==> src/rtl/diff_result_fifo_if.sv <==
// rtl/diff_result_fifo_if.sv - capture, show-ahead output and status bundle for diff_result_fifo
// slave is the FIFO side; master is the producer/consumer/controller side.
interface diff_result_fifo_if #(
  parameter int DATA_WIDTH = 32,
  parameter int CNT_WIDTH  = 4
);
  logic [DATA_WIDTH-1:0] difference;
  logic                  complete;
  logic [DATA_WIDTH-1:0] out_data;
  logic                  out_valid;
  logic                  out_ready;
  logic [CNT_WIDTH-1:0]  count;
  logic                  full;
  logic                  empty;
  logic                  overflow;
  logic                  clear_overflow;
  logic [15:0]           drop_count;

  modport slave (
    input  difference, complete, out_ready, clear_overflow,
    output out_data, out_valid, count, full, empty, overflow, drop_count
  );

  modport master (
    output difference, complete, out_ready, clear_overflow,
    input  out_data, out_valid, count, full, empty, overflow, drop_count
  );
endinterface

==> src/rtl/diff_result_fifo.sv <==
// rtl/diff_result_fifo.sv - show-ahead FIFO buffering subtractor results, sticky drop flag
// Define DIFF_RESULT_FIFO_DROP_CNT_EN to build the saturating 16-bit dropped-push counter.
module diff_result_fifo #(
  parameter int DATA_WIDTH = 32,
  parameter int DEPTH      = 8,
  parameter int CNT_WIDTH  = $clog2(DEPTH) + 1
) (
  input  logic               clock,
  input  logic               reset,
  diff_result_fifo_if.slave  bus
);
  localparam int PTR_W = $clog2(DEPTH);

  logic [DATA_WIDTH-1:0] mem_q [DEPTH];
  logic [PTR_W-1:0]      wr_ptr_q, wr_ptr_d;
  logic [PTR_W-1:0]      rd_ptr_q, rd_ptr_d;
  logic [CNT_WIDTH-1:0]  count_q, count_d;
  logic                  overflow_q, overflow_d;
  logic                  empty, full, pop, push_ok, drop;

  always_comb begin
    empty      = (count_q == '0);
    full       = (count_q == CNT_WIDTH'(DEPTH));
    pop        = !empty && bus.out_ready;
    // A full FIFO still takes a word when the head leaves in the same cycle.
    push_ok    = bus.complete && (!full || pop);
    drop       = bus.complete && full && !pop;
    wr_ptr_d   = wr_ptr_q;
    rd_ptr_d   = rd_ptr_q;
    count_d    = count_q;
    overflow_d = overflow_q;
    if (push_ok) begin
      wr_ptr_d = wr_ptr_q + PTR_W'(1);
    end
    if (pop) begin
      rd_ptr_d = rd_ptr_q + PTR_W'(1);
    end
    case ({push_ok, pop})
      2'b10:   count_d = count_q + CNT_WIDTH'(1);
      2'b01:   count_d = count_q - CNT_WIDTH'(1);
      default: count_d = count_q;
    endcase
    if (drop) begin
      overflow_d = 1'b1;
    end else if (bus.clear_overflow) begin
      overflow_d = 1'b0;
    end
  end

  always_ff @(posedge clock) begin
    if (reset) begin
      wr_ptr_q   <= '0;
      rd_ptr_q   <= '0;
      count_q    <= '0;
      overflow_q <= 1'b0;
    end else begin
      wr_ptr_q   <= wr_ptr_d;
      rd_ptr_q   <= rd_ptr_d;
      count_q    <= count_d;
      overflow_q <= overflow_d;
    end
  end

  always_ff @(posedge clock) begin
    if (!reset && push_ok) begin
      mem_q[wr_ptr_q] <= bus.difference;
    end
  end

`ifdef DIFF_RESULT_FIFO_DROP_CNT_EN
  logic [15:0] drop_cnt_q, drop_cnt_d;

  always_comb begin
    drop_cnt_d = drop_cnt_q;
    if (bus.clear_overflow) begin
      drop_cnt_d = drop ? 16'd1 : 16'd0;
    end else if (drop && (drop_cnt_q != 16'hFFFF)) begin
      drop_cnt_d = drop_cnt_q + 16'd1;
    end
  end

  always_ff @(posedge clock) begin
    if (reset) begin
      drop_cnt_q <= '0;
    end else begin
      drop_cnt_q <= drop_cnt_d;
    end
  end

  assign bus.drop_count = drop_cnt_q;
`else
  assign bus.drop_count = 16'd0;
`endif

  assign bus.out_valid = !empty;
  assign bus.out_data  = empty ? '0 : mem_q[rd_ptr_q];
  assign bus.count     = count_q;
  assign bus.full      = full;
  assign bus.empty     = empty;
  assign bus.overflow  = overflow_q;
endmodule

==> src/flat_wrapper.sv <==
// flat-port wrapper written by rule: the top's interface ports become plain ports
module diff_result_fifo_flat 
#(
  parameter int DATA_WIDTH = 32,
  parameter int DEPTH      = 8,
  parameter int CNT_WIDTH  = $clog2(DEPTH) + 1
)
  (clock, reset, bus_difference, bus_complete, bus_out_ready, bus_clear_overflow, bus_out_data, bus_out_valid, bus_count, bus_full, bus_empty, bus_overflow, bus_drop_count);
  diff_result_fifo_if #(.DATA_WIDTH(DATA_WIDTH), .CNT_WIDTH(CNT_WIDTH)) bus_i ();
  input  logic clock;
  input  logic reset;
  input wire logic [$bits(bus_i.difference)-1:0] bus_difference;
  input wire logic [$bits(bus_i.complete)-1:0] bus_complete;
  input wire logic [$bits(bus_i.out_ready)-1:0] bus_out_ready;
  input wire logic [$bits(bus_i.clear_overflow)-1:0] bus_clear_overflow;
  output wire logic [$bits(bus_i.out_data)-1:0] bus_out_data;
  output wire logic [$bits(bus_i.out_valid)-1:0] bus_out_valid;
  output wire logic [$bits(bus_i.count)-1:0] bus_count;
  output wire logic [$bits(bus_i.full)-1:0] bus_full;
  output wire logic [$bits(bus_i.empty)-1:0] bus_empty;
  output wire logic [$bits(bus_i.overflow)-1:0] bus_overflow;
  output wire logic [$bits(bus_i.drop_count)-1:0] bus_drop_count;
  assign bus_i.difference = bus_difference;
  assign bus_i.complete = bus_complete;
  assign bus_i.out_ready = bus_out_ready;
  assign bus_i.clear_overflow = bus_clear_overflow;
  assign bus_out_data = bus_i.out_data;
  assign bus_out_valid = bus_i.out_valid;
  assign bus_count = bus_i.count;
  assign bus_full = bus_i.full;
  assign bus_empty = bus_i.empty;
  assign bus_overflow = bus_i.overflow;
  assign bus_drop_count = bus_i.drop_count;
  diff_result_fifo #(.DATA_WIDTH(DATA_WIDTH), .DEPTH(DEPTH), .CNT_WIDTH(CNT_WIDTH)) u_core (.clock(clock), .reset(reset), .bus(bus_i));
endmodule
==> config.mk <==
export PLATFORM = sky130hd
export DESIGN_NAME = diff_result_fifo_flat
export DESIGN_NICKNAME = d
export VERILOG_FILES = /design/src/rtl/diff_result_fifo_if.sv /design/src/rtl/diff_result_fifo.sv /design/src/flat_wrapper.sv
export SDC_FILE = /design/constraint.sdc
export NUM_CORES = 1
export LEC_CHECK = 0
export BUFFER_PORTS_ARGS = -buffer_cell sky130_fd_sc_hd__clkbuf_2
export CORE_ASPECT_RATIO = 1.4
export CORE_MARGIN = 2
export CORE_UTILIZATION = 35
export DETAILED_ROUTE_END_ITERATION = 16
export GPL_ROUTABILITY_DRIVEN = 0
export GPL_TIMING_DRIVEN = 1
export PLACE_DENSITY_LB_ADDON = 0.1
export SLEW_MARGIN = 20
export SYNTH_ARGS = -nofsm -noshare
export SYNTH_HDL_FRONTEND = slang
export SYNTH_SLANG_ARGS = --single-unit
==> constraint.sdc <==
create_clock -name clock -period 7.4 [get_ports clock]
set_input_delay 0 -clock clock [delete_from_list [all_inputs] [get_ports clock]]
set_output_delay 0 -clock clock [all_outputs]
set_load 0.02 [all_outputs]
Word-level counts from Yosys, hierarchy flattened
Memories as Yosys holds them, arrays and structs flattened. A register that Yosys moved wholly into a read port is not among the register bits.
Index checks and enable logic that the tools add are counted.
{"block": "word_totals", "reg_bits": 11, "ram_bits": 256, "input_bits": 37, "output_inout_bits": 56, "memories": 1}
{"block": "op_classes", "n_addsub": 4, "eq_ne": 3, "mux": 8, "n_reduce_logical": 13}
{"memory": "u_core.mem_q", "words": 8, "width": 32, "rd": 1, "rd_ports_with_merged_regs": 1, "wr": 1, "line_no": "diff_result_fifo.sv:14", "rtl": "logic [DATA_WIDTH-1:0] mem_q [DEPTH];"}
{"cell": "$mux 32", "n": 1}
{"cell": "$pmux 4 s2", "n": 1}
{"cell": "$add 3x1->3 const B", "n": 2}
{"cell": "$mux 3", "n": 2}
{"cell": "$logic_and 1x1->1", "n": 5}
{"cell": "$add 4x1->4 const B", "n": 1}
{"cell": "$eq 4x4->1 const B", "n": 1}
{"cell": "$logic_not 1->1", "n": 4}
{"cell": "$logic_not 4->1", "n": 1}
{"cell": "$mux 1", "n": 4}
{"cell": "$reduce_bool 2->1", "n": 2}
{"cell": "$sub 4x1->4 const B", "n": 1}
{"cell": "$eq 2x1->1 const B", "n": 1}
{"cell": "$eq 2x2->1 const B", "n": 1}
{"cell": "$logic_or 1x1->1", "n": 1}

Longest topological paths before layout
Gate-level depths: netlist (run 1).
{"block": "logic_depth", "ltp_word": 8, "ltp_mapped": 11, "mapped_depth_nobuf": 9}

Worst setup path after synthesis (run 1)
No wires, ideal clock.
{"block": "synth_timing", "path_type": "flip-flop to flip-flop", "start": "register u_core.count_q[0], in the netlist u_core.bus.count[0]", "end": "memory u_core.mem_q[0][0], enable pin", "t_arrival_ps": 4270, "setup_slack_ps": 2617, "path_stages_with_launch": 5, "path_buffers": 1, "period_less_slack_ps": 4783, "path_cell_list": "dfxtp_1 or4b_4 buf_6 o21ai_4 nor4b_1"}
{"block": "synth_via", "elab_chain_cells": 8, "word_cells_on_any_way": 10}
{"element": "from (decl)", "line_no": "diff_result_fifo.sv:17", "rtl": "logic [CNT_WIDTH-1:0] count_q, count_d;"}
{"element": "from (signal assigned)", "line_no": "diff_result_fifo.sv:59", "rtl": "count_q <= count_d;"}
{"element": "$logic_not 4->1", "line_no": "diff_result_fifo.sv:22", "rtl": "empty = (count_q == '0);"}
{"element": "$logic_not 1->1", "line_no": "diff_result_fifo.sv:24", "rtl": "pop = !empty && bus.out_ready;"}
{"element": "$logic_and 1x1->1", "line_no": "diff_result_fifo.sv:24"}
{"element": "$logic_or 1x1->1 *", "line_no": "diff_result_fifo.sv:26", "rtl": "push_ok = bus.complete && (!full || pop);"}
{"element": "$logic_and 1x1->1 *", "line_no": "diff_result_fifo.sv:26"}
{"element": "$logic_and 1x1->1 *", "line_no": "diff_result_fifo.sv:65", "rtl": "if (!reset && push_ok) begin"}
{"element": "$mux 1 *", "line_no": "diff_result_fifo.sv:65"}
{"element": "$mux 1 (not written as such) *", "line_no": "diff_result_fifo.sv:66", "rtl": "mem_q[wr_ptr_q] <= bus.difference;"}
{"element": "to (decl)", "line_no": "diff_result_fifo.sv:14"}
Mark *: on every way between the ends. The rest lies on a longest branch, timed or not.

==> results.sh, run 1 <==
export IMPL_ff2ff_path_depth=9
export IMPL_yosysTopAreaCell="edfxtp_1"
export IMPL_die_x_um=151
export IMPL_endpoint="bus_out_data[14]"
export IMPL_start_util_pct=35.3
export IMPL_rr_endpoint="u_core.bus.count[2]"
export IMPL_grt_max_degree=65
export IMPL_relSlewSlack_pct=31.0
export IMPL_clock_path_buffers=3
export IMPL_dr_total_vias=5125
export IMPL_synth_area_sq_um=10500
export IMPL_synth_seq_cells=270
export IMPL_core_area_sq_um=29800
export IMPL_period_needed_ns=3.07
export IMPL_dieArea_sq_um=31500
export IMPL_end_kind="primary output"
export IMPL_multiInputGateArea_sq_um=2420
export IMPL_ir_drop_mv=0.199
export IMPL_synth_edf_count=256
export IMPL_synth_mux_area_share_pct=17.0
export IMPL_synth_seq_area_share_pct=75.7
export IMPL_vias_per_cell=4.93
export IMPL_fp_dieH_um=209
export IMPL_reg2reg_setup_slack_ns=4.66
export IMPL_cts_tree="built"
export IMPL_status="completed"
export IMPL_required_ns=7.40
export IMPL_drc=0
export IMPL_synth_top_family_by_area="multiplexers"
export IMPL_fmax_mhz=325
export IMPL_synth_ff_type="edfxtp_1"
export IMPL_critPathBufInv=2
export IMPL_layout_nets=678
export IMPL_cts_buffers=26
export IMPL_ant_nets=0
export IMPL_powerDensity_nw_per_um2=321
export IMPL_yosysTopAreaCellShare_pct=73.0
export IMPL_cp_slowest_cell="buf_4"
export IMPL_max_stage_delay_ns=0.84
export IMPL_tightest_slew_ns=1.04
export IMPL_utilization_pct=42.2
export IMPL_finalMaxSlewViolations=0
export IMPL_synthAdderAreaFrac_pct=0.594
export IMPL_final_hold_viol_count=0
export IMPL_ys_top_cells_by_area="edfxtp_1, mux4_2, mux2i_1"
export IMPL_async_reset_ff_share_pct=0
export IMPL_post_route_period_util_pct=41.5
export IMPL_hp_class="in2reg"
export IMPL_grt_overflow=0
export IMPL_yosys_area_share_simple_pct=3.04
export IMPL_cp_arrival_ns=3.07
export IMPL_place_area_sq_um=11400
export IMPL_cp_cell_sequence="buf_4 > mux4_2 > mux2i_1 > nor2_1 > clkbuf_2"
export IMPL_synth_xor_xnor_area_share_pct=0.582
export IMPL_ios=93
export IMPL_finalSetupViolations=0
export IMPL_ctsHtreeMaxLevel=1
export IMPL_dr_pass1_iters=4
export IMPL_crit_family="buffers and inverters"
export IMPL_startpoint_type="flop"
export IMPL_wl_per_cell_um=21.2
export IMPL_cts_root_buf="clkbuf_16"
export IMPL_clock_latency_ns=0.53
export IMPL_register_area_sq_um=7970
export IMPL_syn_area_per_cell_sq_um=20.8
export IMPL_rr_startpoint="u_core.bus.count[0]"
export IMPL_cp_num_cells=5
export IMPL_critPathKind="reg2out"
export IMPL_fin_tns_setup_ns=0
export IMPL_leakage_nw=4.10
export IMPL_clock_skew_ns=0.00677
export IMPL_drive_gt1_share_pct=31.0
export IMPL_drt_wl_total_mm=22.0
export IMPL_rsz0062_at_grt="no"
export IMPL_dp_hpwl_mm=11.7
export IMPL_synth_cells=506
export IMPL_io_buffers=76
export IMPL_std_cell_rows=75
export IMPL_initialDrtViolationCount=230
export IMPL_cap_violations=0
export IMPL_clk_pin_slew_worst_paths_ns=0.06
export IMPL_ys_warn_count=0
export IMPL_grt_pass1_vias=5653
export IMPL_diodes=0
export IMPL_cts_resized=0
export IMPL_nFillCells=2676
export IMPL_critPathMaxFanout=46
export IMPL_antenna_found_initial=0
export IMPL_final_area_sq_um=12600
export IMPL_synth_distinct_cells=33
export IMPL_grt_use_total_pct=14.7
export IMPL_clock_sinks=270
export IMPL_synth_compound_area_share_pct=0.665
export IMPL_grt_first_pass_wirelength_mm=34.3
export IMPL_syn_to_final_growth_pct=19.5
-- flip-flops by register name, summed over array words and instances, names as in the netlist, named ones only --
| signal | flops |
|---|---|
| u_core.bus.count | 4 |
| u_core.bus.overflow | 1 |
| u_core.wr_ptr_q | 3 |
| u_core.rd_ptr_q | 3 |
| u_core.mem_q | 256 |
-- worst min-delay path by stage --
stage | startpoint | to | slack [ns] | depth (start not counted)
2_1_floorplan | bus_difference[0] | u_core.mem_q[0][0] | 0.1 | 0
3_3_place_gp | bus_difference[31] | u_core.mem_q[2][31] | 0.27 | 1
3_5_place_dp | bus_difference[3] | u_core.mem_q[0][3] | 0.28 | 1
4_1_cts | bus_difference[0] | u_core.mem_q[2][0] | 0.27 | 2
5_1_grt | bus_difference[6] | u_core.mem_q[0][6] | 0.30 | 2
6_report | bus_difference[30] | u_core.mem_q[4][30] | 0.29 | 2
-- routing by layer --
layer / GRT usage (%) / part of all wire, % / up-vias
met5: 0 / 0 / -
met2: 25.7 / 53 / 107
met1: 18.8 / 42 / 2719
met4: 4.03 / 1.8 / 0
li1: - / - / 2275
met3: 2.40 / 3.9 / 24
-- kinds of logic (layout without fill, tap and decap cells) --
logic type                 Yosys count  count (layout)
other                                1              16
DFF                                270             270
buffers and inverters               45             178
AOI/OAI and AO/OA                   10              10
adders and majority gates            5               5
muxes                               99              99
and+or+nand+nor                     69              69
xor gates and xnor gates             7               7
-- cell usage in the layout, fill, tap and decap left out, drive strengths merged, types with 3 or more instances in the layout --
master         n
a21oi          3
buf           16
bufinv         3
clkbuf       109
clkinv        10
conb          16
dfxtp         14
dlygate4sd3   38
edfxtp       256
ha             5
mux2i         35
mux4          64
nand2          3
nor2          49
nor3           3
o21ai          4
xor2           6
-- cell type report --
| type | instances | share of cell area, % |
|---|---|---|
| Sequential cell | 270 | 63.3 |
| Timing Repair Buffer | 130 | 7.00 |
| Clock inverter | 13 | 1.04 |
| Multi-Input combinational cell | 206 | 19.2 |
| Tap cell | 385 | 3.83 |
| Clock buffer | 33 | 5.55 |
| Inverter | 2 | 0.0596 |
-- cell usage after synthesis (3+ instances only) --
cell type and n:
mux4_2 64, nand2_1 3, buf_4 16, buf_2 8
xor2_1 6, dfxtp_1 14, nor3_1 3, ha_1 5
mux2i_1 35, clkbuf_1 12, o21ai_0 3, buf_1 5
a21oi_1 3, nor2_1 49, edfxtp_1 256
-- repair_timing --
action                    in CTS  in global routing
hold buffers                  38                  0
buffers inserted               0                  0
hold endpoints to repair     269                  0
-- metrics by stage --
step	hold WS, ns	power [mW]	setup WS (ns)	cells
6_report	0.288	4.04	4.33	1039
5_1_grt	0.298	4.24	4.00	1039
4_1_cts	0.265	4.12	4.16	1039
3_5_place_dp	0.276	2.80	4.72	955
2_1_floorplan	0.0989	2.48	2.62	521
3_3_place_gp	0.268	2.79	4.73	955
-- where the power goes --
group	internal, mW	switching, mW	total, mW
Clock	0.766	0.534	1.30
Sequential	1.72	0.0487	1.77
Combinational	0.389	0.586	0.975
Power figures use the tool's default switching activity.
==> run 2, diff against run 1 <==
clock period = 3.2 ns   (was 7.4 ns; I/O delays follow)
==> run 2 against run 1 <==
  * Combinational power rose by 130%
  * Sequential power rose by 130%
  * Die area did not move
  * Core utilization rose by 0.73 points
  * First-iteration DRC count rose by 21%
  * Clock power grew to 2.6 times the previous value
  * Register-to-register slack got worse by 4.3 ns
  * Routed wire length up 0.43%
  * Clock-buffer cell count unchanged
  * Critical endpoint is now u_core.bus.count[2]
  * Largest cell class unchanged
==> results.sh, run 2 (synthesis results as in run 1) <==
export IMPL_ant_nets=0
export IMPL_powerDensity_nw_per_um2=762
export IMPL_critPathMaxFanout=9
export IMPL_final_common_cell="edfxtp_1"
export IMPL_wl_per_cell_um=21.1
export IMPL_post_route_period_util_pct=87.8
export IMPL_hp_start="bus_difference[30]"
export IMPL_initialDrtViolationCount=278
export IMPL_finalSetupViolations=0
export IMPL_ios=93
export IMPL_setup_worst_path_start="u_core.bus.count[1]"
export IMPL_place_area_sq_um=11500
export IMPL_vias_per_cell=4.90
export IMPL_power_frac_comb_pct=23.1
export IMPL_final_cell_mix="edfxtp_1, clkbuf_2, mux4_2, nor2_1, dlygate4sd3_1"
export IMPL_dpl_cell_count=958
export IMPL_cap_violations=0
export IMPL_rr_startpoint="u_core.bus.count[1]"
export IMPL_switching_share_pct=28.6
export IMPL_fmax_mhz=356
export IMPL_cts_tree="built"
export IMPL_period_needed_ns=2.81
export IMPL_io_buffers=76
export IMPL_cts_buffers=28
export IMPL_dieArea_sq_um=31500
export IMPL_std_cell_rows=75
export IMPL_ir_drop_mv=0.553
export IMPL_tightest_slew_ns=0.856
export IMPL_cts_resized=0
export IMPL_clock_path_buffers=3
export IMPL_largest_register_ffs=256
export IMPL_grt_pass1_vias=5589
export IMPL_rsz0062_at_grt="no"
export IMPL_core_area_sq_um=29800
export IMPL_syn_to_final_growth_pct=21.6
export IMPL_post_place_ws_ns=0.450
export IMPL_drt_wl_total_mm=22.1
export IMPL_p_int_mw=6.96
export IMPL_required_ns=3.66
export IMPL_die_x_um=151
export IMPL_dp_hpwl_mm=12.6
export IMPL_timing_hold_ws_ns=0.284
export IMPL_finalMaxSlewViolations=0
export IMPL_clk_pin_slew_worst_paths_ns=0.06
export IMPL_top_register="u_core.mem_q"
export IMPL_reg2reg_setup_slack_ns=0.39
export IMPL_end_kind="flop"
export IMPL_final_hold_viol_count=0
export IMPL_cp_arrival_ns=3.27
export IMPL_seqPwrFrac_pct=42.4
export IMPL_dr_pass1_iters=4
export IMPL_grt_max_degree=35
export IMPL_dr_total_vias=5128
export IMPL_startpoint_type="flop"
export IMPL_clock_skew_ns=0.00873
export IMPL_grt_overflow=0
export IMPL_hp_class="in2reg"
export IMPL_fp_dieH_um=209
export IMPL_ctsHtreeMaxLevel=1
export IMPL_relSlewSlack_pct=42.6
export IMPL_critPathKind="reg2reg"
export IMPL_grt_first_pass_wirelength_mm=34.1
export IMPL_diodes=0
export IMPL_drc=0
export IMPL_grt_use_total_pct=14.6
export IMPL_status="completed"
export IMPL_drive_gt1_share_pct=32.8
export IMPL_start_util_pct=35.3
export IMPL_setup_ws_ns=0.391
export IMPL_layoutNonFillerInstCount=1047
export IMPL_clock_sinks=270
export IMPL_power_switching_mw=2.79
export IMPL_antenna_found_initial=0
export IMPL_layout_nets=683
export IMPL_clock_latency_ns=0.54
export IMPL_leakage_nw=4.18
export IMPL_clkPwrFrac_pct=34.6
export IMPL_final_area_sq_um=12800
export IMPL_cts_root_buf="clkbuf_16"
run 2: cell count changes in the layout (fill, tap and decap cells not counted), sizes merged:
cell / previous run / this run
bufinv: 3 / 5
buf: 16 / 19
clkinv: 10 / 9
clkinvlp: 0 / 4
run 2: path summary, 6_finish.rpt:
kind	end	depth (start not counted)
worst max-delay path	u_core.bus.count[2]	9
worst min-delay path	u_core.mem_q[5][30]	2
worst max register to register	u_core.bus.count[2]	9
worst min register to register	u_core.bus.count[3]	2
run 2: power by group through the flow:
stage               Combinational [mW]  Clock [mW]  Sequential (mW)
global placement                  2.26           0             4.20
global route                      2.46        3.61             4.15
floorplan                         1.60           0             4.12
finish                            2.25        3.37             4.13
detailed placement                2.29           0             4.21
CTS                               2.33        3.47             4.14
run 2: cell type report:
type | instances | area, sq um
Clock buffer | 33 | 741
Clock inverter | 18 | 221
Fill cell | 2676 | 17000
Inverter | 2 | 7.51
Multi-Input combinational cell | 206 | 2430
Sequential cell | 270 | 7980
Tap cell | 385 | 482
Timing Repair Buffer | 133 | 945
run 2: worst max-delay path: stages, from the launching register on:
cell     delay [ns]
dfxtp_1        0.40
or4b_4         0.60
o21ai_4        0.34
ha_1           0.34
xor2_1         0.17
ha_1           0.17
a21oi_1        0.05
xor2_1         0.17
or3_1          0.34
a21oi_1        0.15
run 2: repair_timing:
action	CTS	global route
setup buffers	0	0
hold buffers	38	0
endpoints found under the hold margin	270	0
run 2: stage by stage:
stage	power, mW	setup TNS (ns)	util (%)
global placement	6.45	0	38.4
detailed placement	6.50	0	38.4
finish	9.75	0	42.9
CTS	9.94	0	42.9
global route	10.2	0	42.9
floorplan	5.72	-40.14	-
run 2: routing by layer:
layer,up-vias,global-route usage (%),share of wire [%]
met5,-,0,0
met4,0,3.96,1.5
met3,22,2.25,4.5
met2,141,25.5,53
met1,2674,18.8,41
li1,2291,-,-
